## src/rtl/tt_timeout_ctr.sv

```systemverilog
// Idle-cycle counter for the collection phase; tc flags a count of TIMEOUT-1.
// clear has priority over reload, and reload has priority over enable.
module tt_timeout_ctr #(
    parameter int TIMEOUT = 64,
    parameter int TW      = 7
) (
    input  logic clk,
    input  logic rst,
    input  logic clear,
    input  logic reload,
    input  logic enable,
    output logic tc
);

    logic [TW-1:0] count;

    always_ff @(posedge clk or posedge rst) begin
        if (rst) begin
            count <= '0;
        end else if (clear || reload) begin
            count <= '0;
        end else if (enable) begin
            count <= count + TW'(1);
        end
    end

    // Leaving COLLECT drops enable, so the count can never wrap past TIMEOUT.
    assign tc = (count == TW'(TIMEOUT - 1));

endmodule

```

## config.mk

```make
export PLATFORM = sky130hd
export DESIGN_NAME = tt_timeout_ctr
export DESIGN_NICKNAME = d
export VERILOG_FILES = /design/src/rtl/tt_timeout_ctr.sv
export SDC_FILE = /design/constraint.sdc
export NUM_CORES = 1
export LEC_CHECK = 0
export BUFFER_PORTS_ARGS = -buffer_cell sky130_fd_sc_hd__buf_2
export CAP_MARGIN = 20
export CORE_AREA = 4 4 41 43
export DETAILED_ROUTE_END_ITERATION = 10
export DIE_AREA = 0 0 45 47
export PLACE_DENSITY = 0.44
export SETUP_SLACK_MARGIN = 0.02
export SLEW_MARGIN = 0
export SYNTH_ARGS = -nofsm -noshare
export SYNTH_HDL_FRONTEND = slang
export SYNTH_SLANG_ARGS = --single-unit
export TNS_END_PERCENT = 50
```

## constraint.sdc

```tcl
create_clock -name clk -period 2 [get_ports clk]
set_clock_uncertainty 0.1 [all_clocks]
set_input_delay 0 -clock clk [delete_from_list [all_inputs] [get_ports clk]]
set_output_delay 0 -clock clk [all_outputs]
set_load 0.03 [all_outputs]
```

After elaboration in Yosys (flattened, before gate mapping)
Index checks and enable logic that the tools add are counted.
{"block": "totals", "wordCells": 7, "in_bits": 5, "register_bits": 7, "out_inout_bits": 1}
{"block": "op_classes", "addsub": 1, "muxes": 2, "eq_ne": 1, "n_reduce_logical": 2}
{"op": "$mux 7", "count": 2}
{"op": "$add 7x1->7 const B", "count": 1}
{"op": "$eq 7x6->1 const B", "count": 1}
{"op": "$reduce_bool 2->1", "count": 1}
{"op": "$logic_or 1x1->1", "count": 1}

Depth between registers and ports, before layout
{"block": "logic_depth", "word_depth": 3, "mapped_depth": 4, "depth_no_buf": 4}

Worst setup path before layout
Ideal clock, no wire load.
{"block": "synth_timing", "path_kind": "register to output", "startpoint": "register count[0]", "endpoint": "output tc", "slack_ns": 0.595, "path_stages_with_launch": 3, "arrival_time_ns": 1.305, "path_buffers": 0, "cell_sequence": "dfrtp_1 ha_1 nor3b_1"}
{"block": "synth_via", "elab_chain_len": 1}
{"element": "from (decl)", "line": "15", "text": "logic [TW-1:0] count;"}
{"element": "from (signal assigned)", "line": "23", "text": "count <= count + TW'(1);"}
{"element": "$eq 7x6->1", "line": "28", "text": "assign tc = (count == TW'(TIMEOUT - 1));"}
{"element": "to (decl)", "line": "12", "text": "output logic tc"}
No other way between the ends.

Worst setup path after layout
{"block": "layout_timing", "startpoint": "input clear", "endpoint": "register count[5]"}
{"block": "layout_via", "elab_chain_len": 2}
{"element": "from (decl)", "line": "9", "text": "input logic clear,"}
{"element": "$logic_or 1x1->1 (*)", "line": "20", "text": "end else if (clear || reload) begin"}
{"element": "$mux 7 or $reduce_bool 2->1 (tied branches)"}
Every way passes the cells marked *; elsewhere a longest branch is shown, timed or not.
A chain may end at the register's enable or synchronous reset.

==> metrics.txt <==
Top reg by flops=count; final routed DRC violation total=0; crit path launch=clear; CTS Root Cell=clkbuf_4; Post-Syn Area=345.3 sq um; GRT Util Overall=7.717%; Die Ht=approximately 47 um; max FFs per register=7; first-pass GRT wire length=1007 um; Pins Over Slew Limit=0; antenna viol nets, final=0; CP arrival=1700 ps; Worst-path clk slew=about 50 ps; clock sinks=7; routed vias/inst=4.557; Max Fanout on Critical Path=7; Clock Latency Late Sink=~250 ps; Crit. End Element=flop; hold crit path type=in -> async; die width=~45 um; Setup Crit Path Kind=in -> reg; post_cts resized=0; status=finished, final reports clean; routability congestion estimate=0.7336; final hold vios=0; R2R depth=4; post-synthesis cell type count=18; critical path endpoint=count[5]$_DFFE_PP0P_; port bufs=5; max cap viols=0; 1st-iter DRT viols=1; register bit total from synthesis=7; placement row count=13; Final Setup Violations=0; CTS tree=done; Psw=0.06557 mW; post-CTS setup buffers=0; H-tree levels=1; # nets final=53; Starting Density=26.54%; biggest regs=count x7; Syn. warnings=0; Gate power share=7.1%; part of the cycle the worst path needs=80.99%; via count=between 200 and 300; pwr/cell area=about 670 mW/mm^2; reg2reg setup slack=630 ps; die area=between 0.002 and 0.0025 sq mm; Wirelength per Cell=10.57 um; number of global-route vias before repair=around 240; area delta synth->final=28.62%; syn_area_per_cell=9.867 sq um; total power=0.2964 mW; initial antenna violation count=0; dpl cell area=377.9 sq um; worst hold slack=117.1 ps; fmax=a little over 600 MHz; pin count of the biggest net entering global routing=8; I/O pin cnt=6; sw frac=22.12%; post-route cell area=~440 sq um; setup TNS=0 ps; Period minus WS final=1620 ps; Clock Power Share=44.1%; register share of total power=about 50%; Seq/Total Area, Yosys=50.72%; final WL=645 um; Reg-to-Reg End=count[6]$_DFFE_PP0P_; data required time of the worst path=2080 ps; Worst Tran Pin Value=278.5 ps; unrepaired setup endpoints after global routing=false; share of layout cells above drive strength 1=19.57%; DP HPWL=478.1 um; Num CTS Buffers=3; ant diodes=0; first drt pass iteration count=2; Pint=0.2309 mW; static leakage=roughly 0.2 nW; Critical Path Start Type=input port; core outline area=0.001301 sq mm; VDD IR max=0.2590 mV; Worst R2R Start=count[0]$_DFFE_PP0P_; Hold Buf Count CTS=4; Max Root-Sink Buffers=2; Syn Inst Count=35; total gr overflow=0; Synthesized Nets=41; Slew HR=81.41%
==> power by group through the flow <==
stage | sequential (mW) | clock, mW | combinational (mW)
after floorplan | 0.147 | 0 | 0.0116
after detailed placement | 0.147 | 0 | 0.0155
after global routing | 0.145 | 0.150 | 0.0238
after global placement | 0.147 | 0 | 0.0150
final | 0.145 | 0.131 | 0.0211
after CTS | 0.145 | 0.140 | 0.0216
==> cell usage after synthesis, drive strengths merged <==
| library cell | n | area, sq um |
|---|---|---|
| xnor2 | 1 | 8.760 |
| or3 | 2 | 12.51 |
| nand4 | 3 | 18.77 |
| a21oi | 2 | 10.01 |
| nand3 | 2 | 10.01 |
| ha | 1 | 12.51 |
| o21ai | 2 | 10.00 |
| clkbuf | 1 | 3.750 |
| nor2 | 5 | 18.77 |
| nand2 | 1 | 3.750 |
| dfrtp | 7 | 175.2 |
| xor2 | 3 | 26.28 |
| or2 | 1 | 6.260 |
| inv | 1 | 3.750 |
| buf | 1 | 7.510 |
| nor3b | 1 | 7.510 |
| mux2i | 1 | 10.01 |
==> routing by layer <==
layer	track usage (%)	wire length, um
met1	7.425	284
met2	11.58	314
met3	3.448	22
met4	8.772	24
met5	0	0
==> placed cells by master (no fill, tap or decap), drive strengths merged, types with 2 or more instances in the layout <==
master / n
clkbuf: 4
buf: 5
or3: 2
nor2: 5
xor2: 3
dlygate4sd3: 4
dfrtp: 7
a21oi: 2
nand3: 2
nand4: 3
o21ai: 2
==> metrics by stage <==
stage / setup WS (ps) / utilization [%] / instances
floorplan: 595.4 / - / 35
global placement: 672.9 / 29.04 / 53
detailed placement: 639.1 / 29.04 / 53
CTS: 379.5 / 34.13 / 61
global route: 315.5 / 34.13 / 61
finish: 380.2 / 34.13 / 61
==> cells by family after synthesis <==
kind of cell / share of synthesized area, %
fa+ha+maj: 3.623
simple gates: 22.47
buf+inv: 4.347
xor+xnor: 10.15
flops: 50.73
compound gates: 5.794
mux: 2.899
==> worst min-delay path by stage <==
stage,cells past startpoint,slack (ps),to,from
after global routing,3,150,count[1]$_DFFE_PP0P_,rst
after global placement,2,-160,count[5]$_DFFE_PP0P_,rst
final,3,120,count[1]$_DFFE_PP0P_,rst
after CTS,3,120,count[1]$_DFFE_PP0P_,rst
after detailed placement,2,-150,count[4]$_DFFE_PP0P_,rst
after floorplan,1,-300,count[0]$_DFFE_PP0P_,rst
==> worst max-delay path, stage by stage <==
cell	delay, ps
dlygate4sd3_1	530
buf_2	110
or2_2	250
dlygate4sd3_1	660
a21oi_1	140
==> layout make-up <==
cell class,instances,area [sq um]
inverters,1,3.754
repair buffers,9,65.06
flip-flops and latches,7,175.2
well taps,15,18.77
clock buffers,4,26.28
fillers,143,857.1
multi-input cells,25,155.1
Power figures use the tool's default switching activity.
